[config.mk]
export PLATFORM = sky130hd
export DESIGN_NAME = piso_serializer
export DESIGN_NICKNAME = d
export VERILOG_FILES = /design/src/rtl/ser_pkg.sv /design/src/rtl/piso_shift_reg.sv /design/src/rtl/piso_serializer.sv
export SDC_FILE = /design/constraint.sdc
export NUM_CORES = 1
export LEC_CHECK = 0
export CORE_UTILIZATION = 30
export CTS_BUF_LIST = sky130_fd_sc_hd__clkbuf_8 sky130_fd_sc_hd__clkbuf_16
export DETAILED_ROUTE_END_ITERATION = 16
export DONT_BUFFER_PORTS = 1
export PLACE_DENSITY = 0.49
export RECOVER_POWER = 25
export SLEW_MARGIN = 10
export SYNTH_ARGS = -nofsm -noshare
export SYNTH_HDL_FRONTEND = slang
export SYNTH_SLANG_ARGS = --single-unit
export TNS_END_PERCENT = 100
[constraint.sdc]
create_clock -name clk -period 2.1 [get_ports clk]
set_input_delay 0.105 -clock clk [delete_from_list [all_inputs] [get_ports clk]]
set_output_delay 0.105 -clock clk [all_outputs]
set_load 0.05 [all_outputs]
[src/rtl/ser_pkg.sv]
// ser_pkg: shared state encoding, default width and counter sizing for the PISO serializer.
package ser_pkg;
   typedef enum logic [1:0] {IDLE = 2'd0, SHIFT = 2'd1, PAR = 2'd2} state_t;
   localparam int DEF_WIDTH = 8;
   function automatic int cnt_w(input int w);
      return $clog2(w + 1);
   endfunction
endpackage

[src/rtl/piso_shift_reg.sv]
// piso_shift_reg: loadable shift register exposing the first bit of a word and the bit after the current head.
module piso_shift_reg
   import ser_pkg::*;
#(
   parameter int WIDTH     = DEF_WIDTH,
   parameter bit MSB_FIRST = 1'b1
) (
   input  logic             clk,
   input  logic             reset,
   input  logic             i_load,
   input  logic             i_shift,
   input  logic [WIDTH-1:0] i_data,
   output logic             o_first,
   output logic             o_next
);
   logic [WIDTH-1:0] r_sr;
   assign o_first = MSB_FIRST ? i_data[WIDTH-1] : i_data[0];
   assign o_next  = MSB_FIRST ? r_sr[WIDTH-2] : r_sr[1];
   always_ff @(posedge clk or posedge reset)
      if (reset) r_sr <= '0;
      else if (i_load) r_sr <= i_data;
      else if (i_shift) r_sr <= MSB_FIRST ? {r_sr[WIDTH-2:0], 1'b0} : {1'b0, r_sr[WIDTH-1:1]};
endmodule

[src/rtl/piso_serializer.sv]
// piso_serializer: valid/ready parallel-in serial-out transmitter with framing strobes.
// Define PARITY_EN to append an even-parity bit after the data bits.
module piso_serializer
   import ser_pkg::*;
#(
   parameter int WIDTH      = DEF_WIDTH,
   parameter bit MSB_FIRST  = 1'b1,
   parameter bit IDLE_LEVEL = 1'b0
) (
   input  logic             clk,
   input  logic             reset,
   input  logic [WIDTH-1:0] i_data,
   input  logic             i_valid,
   output logic             o_ready,
   output logic             o_sd,
   output logic             o_sd_en,
   output logic             o_last,
   output logic             o_done
);
   localparam int CW = cnt_w(WIDTH);
   state_t          r_state;
   logic [CW-1:0]   r_cnt;
   logic            r_sd, r_en, r_last, r_done;
   logic            w_load, w_first, w_next;
`ifdef PARITY_EN
   logic            r_par;
`endif
   assign o_ready = r_state == IDLE;
   assign w_load  = i_valid && o_ready;
   assign o_sd    = r_sd;
   assign o_sd_en = r_en;
   assign o_last  = r_last;
   assign o_done  = r_done;
   piso_shift_reg #(.WIDTH(WIDTH), .MSB_FIRST(MSB_FIRST)) u_sr (
      .clk    (clk),
      .reset  (reset),
      .i_load (w_load),
      .i_shift(r_state == SHIFT),
      .i_data (i_data),
      .o_first(w_first),
      .o_next (w_next)
   );
   // r_cnt indexes the bit currently on o_sd; o_sd is loaded one edge ahead of each bit time
   always_ff @(posedge clk or posedge reset)
      if (reset) begin
         r_state <= IDLE;
         r_cnt   <= '0;
         r_sd    <= IDLE_LEVEL;
         r_en    <= 1'b0;
         r_last  <= 1'b0;
         r_done  <= 1'b0;
`ifdef PARITY_EN
         r_par   <= 1'b0;
`endif
      end else begin
         case (r_state)
            IDLE: begin
               r_done <= 1'b0;
               r_last <= 1'b0;
               r_cnt  <= '0;
               r_sd   <= w_load ? w_first : IDLE_LEVEL;
               r_en   <= w_load;
               if (w_load) r_state <= SHIFT;
`ifdef PARITY_EN
               if (w_load) r_par <= ^i_data;
`endif
            end
            SHIFT:
               if (r_cnt == CW'(WIDTH - 1)) begin
`ifdef PARITY_EN
                  r_state <= PAR;
                  r_sd    <= r_par;
                  r_last  <= 1'b1;
`else
                  r_state <= IDLE;
                  r_sd    <= IDLE_LEVEL;
                  r_en    <= 1'b0;
                  r_last  <= 1'b0;
                  r_done  <= 1'b1;
`endif
               end else begin
                  r_cnt  <= r_cnt + CW'(1);
                  r_sd   <= w_next;
`ifdef PARITY_EN
                  r_last <= 1'b0;
`else
                  r_last <= r_cnt == CW'(WIDTH - 2);
`endif
               end
`ifdef PARITY_EN
            PAR: begin
               r_state <= IDLE;
               r_sd    <= IDLE_LEVEL;
               r_en    <= 1'b0;
               r_last  <= 1'b0;
               r_done  <= 1'b1;
            end
`endif
            default: begin
               r_state <= IDLE;
               r_sd    <= IDLE_LEVEL;
               r_en    <= 1'b0;
               r_last  <= 1'b0;
               r_done  <= 1'b0;
            end
         endcase
      end
endmodule

==> results by group <==
Clock tree
  – Number of buffers inserted by post-CTS setup repair: 0
  – Number of buffers created by CTS: 3
  – Clock Pin Slew Worst Setup and Hold Paths: 60 ps
  – Clock sinks: 16
  – Maximum root-to-sink buffer count: 2
  – Clock tree from TritonCTS: yes
  – Clock root buffer: sky130_fd_sc_hd__clkbuf_8
  – Count of H-tree levels built during CTS: 1
  – Clock network latency to the later pin of the worst-skew pair: 240 ps

Die
  – Overall die area: roughly 2700 um2
  – Site row count: 17
  – Initial standard-cell utilization of the core: 0.326
  – Die Ht: 51.5 um
  – Core Box Area: 2250 um2
  – Io pins: 16
  – Die width: about 52 um

Setup path
  – Sort of element at the start of the critical path: flip-flop
  – Critical Path RT: 2000 ps
  – Max FO, Critical Path: 20
  – Critical path buffers and inverters: 1
  – Kind of cell with the highest combined delay on the critical path: flip-flops
  – Largest stage delay, worst path: 670 ps
  – Kind of capture point of the worst setup path: output port
  – Reg-to-reg critical path endpoint: r_cnt[3]
  – WP data arrival: 1290 ps
  – Worst-case reg-to-reg path depth: 2
  – Start of the worst register-to-register path: r_state[0]
  – R2r setup slk: 840 ps
  – Crit path kind: flip-flop to output port
  – Slowest stage cell on the critical path: sky130_fd_sc_hd__dfrtp_1
  – Cells traversed along the worst timing path: inv_1

Logic synthesis
  – Fraction of registers with async set/reset: 1.00
  – Mean instance size in the synthesized netlist: approximately 11 um2
  – Cell count after synthesis: 66
  – Netlist area before placement: 736 um2
  – Area share of the leading cell type in the synthesized netlist: 0.544
  – Synth cell count leaders: sky130_fd_sc_hd__dfrtp_1 (16), sky130_fd_sc_hd__mux2i_1 (10), sky130_fd_sc_hd__nand2_1 (9)
  – Number of register bits inferred by synthesis: 16
  – Most instantiated library cell after synthesis: sky130_fd_sc_hd__dfrtp_1
  – Leading cell types by total area after synthesis: sky130_fd_sc_hd__dfrtp_1 (54%), sky130_fd_sc_hd__mux2i_1 (14%), sky130_fd_sc_hd__nand2_1 (4.6%), sky130_fd_sc_hd__ha_1 (3.4%), sky130_fd_sc_hd__o21ai_0 (2.7%)
  – Net Count, Synth: 79
  – Synth cell types: 22
  – Yosys Warn Count: 0
  – Number of enable-type register cells in the synthesized netlist: 0
  – Top cell type by total area after synthesis: sky130_fd_sc_hd__dfrtp_1
  – Dominant register cell in the synthesized netlist: sky130_fd_sc_hd__dfrtp_1
  – Sequential area share after synthesis: 0.544

Global routing
  – Maximum number of pins on one net before global-route repair: 21
  – GRT Total Usage: 0.108
  – First-pass GRT wire length: around 2000 um
  – Antenna violations before repair: 0
  – Global route total overflow: 0
  – Number of global-route vias before repair: 436

Timing
  – Setup repair after global routing missed its margin: false
  – Min Clock Period, post-route: 1390 ps
  – Worst-margin pin slew: 599 ps
  – Total of endpoints with negative setup slack in the final report: 0
  – Final-report max-slew violation count: 0
  – Setup TNS: 0 ps
  – Timing-limited maximum frequency: 719 MHz
  – Smallest setup slack after layout: between 700 and 800 ps
  – Period utilisation layout: 0.662
  – Worst slew margin relative to its limit: 0.600
  – Maximum clock skew at final layout: 1.18 ps
  – Number of hold-slack violations in the final timing report: 0
  – Hold slack: 32.7 ps

Power
  – Worst IR drop on VDD: 0.000650 V
  – Power density over cell area: about 1600 nW/um2
  – Leakage Power: 0.402 nW

Finish
  – Multi-input gate area in the final layout: around 300 um2
  – Final net count: 83
  – Sequential Area: 400 um2
  – Final core occ: 0.367
  – Ant diodes: 0
  – Fraction of layout cells with a size suffix above 1: 0.0870
  – Area overhead of the layout relative to synthesis: 12.6%
  – Filler Cells Inserted: 237

Run
  – Maximum capacitance violations: 0

Worst hold path
  – HP Start: i_data[0]
  – Instance count along the most critical hold path: 2
  – Endpoint of the worst hold-timing path: u_sr.r_sr[0]
  – Tightest Hold Check Type: input pin to flip-flop

Routing
  – Via/cell ratio: 4.80
  – Routed length per placed instance: between 10 and 15 um
  – Drt first pass iters: 4
  – Sum of routed wire length over all layers: 1180 um
  – DR DRC count: 0
  – Number of nets with antenna violations after routing: 0
  – Vias: 466
  – Violation count after the first detailed-routing iteration: 8

Placement
  – Setup slack at placement: 829 ps
  – IO buf count: 0
  – Placer congestion estimate: ~0.68
  – DPL Wire Length: 870 um

Status
  – Status: complete, no violations
sequential cells by signal (all words and copies together), names as in the netlist:
register   flops
o_last         1
r_cnt          4
u_sr.r_sr      7
o_done         1
o_sd_en        1
r_state        1
o_sd           1
stage by stage:
stage / total power [mW] / instance area (um2) / std cells
CTS: 1.32 / 828 / 97
global route: 1.41 / 828 / 97
finish: 1.29 / 828 / 97
floorplan: 0.980 / 736 / 66
detailed placement: 1.04 / 753 / 91
global placement: 1.03 / 753 / 91
cell type report:
cell class,count,share of cell area
Tap cell,28,0.0423
Multi-Input combinational cell,43,0.361
Timing Repair Buffer,3,0.0332
Sequential cell,16,0.483
Clock buffer,4,0.0665
Inverter,3,0.0136
cells in the final DEF, fill, tap and decap left out, drive strengths merged:
master and n:
dfrtp 16, mux2i 10, nand2 9, o21ai 7, clkbuf 4, inv 3, nor2 2, nand2b 2
ha 2, dlygate4sd3 2, or3b 1, nand3 1, a31oi 1, nand3b 1, nor2b 1, a32o 1
nand4b 1, a21o 1, and3b 1, o21a 1, a31o 1, buf 1
worst max path at each step:
stage | depth (start not counted) | to | slack (ps) | from
floorplan | 3 | r_cnt[3] | 940 | r_cnt[0]
global placement | 2 | r_cnt[3] | 870 | r_state[0]
detailed placement | 2 | r_cnt[3] | 830 | r_state[0]
CTS | 1 | o_ready | 680 | r_state[0]
global route | 1 | o_ready | 610 | r_state[0]
finish | 1 | o_ready | 710 | r_state[0]
power by group:
part	switching [mW]	internal, mW
combinational	0.173	0.170
clock	0.0992	0.166
sequential	0.245	0.438
repair_timing:
item,in CTS,in global routing
setup endpoints to repair,0,0
hold buffers,2,0
hold endpoints to repair,17,0
resized for setup,0,0
logic make-up (layout without fill, tap and decap cells):
group,after synthesis,count (layout),synth area share
compound gates,12,12,0.102
mux,10,10,0.136
flops,16,16,0.544
fa+ha+maj,2,2,0.0340
buf+inv,7,10,0.0493
simple gates,19,19,0.134
metal layers:
layer	vias up	GRT usage	wire [um]
li1	232	-	-
met1	224	0.139	589
met2	8	0.149	518
met3	2	0.0526	57
met4	0	0.0541	14
met5	-	0	0
Note: power is estimated with default switching activity, not from simulation.
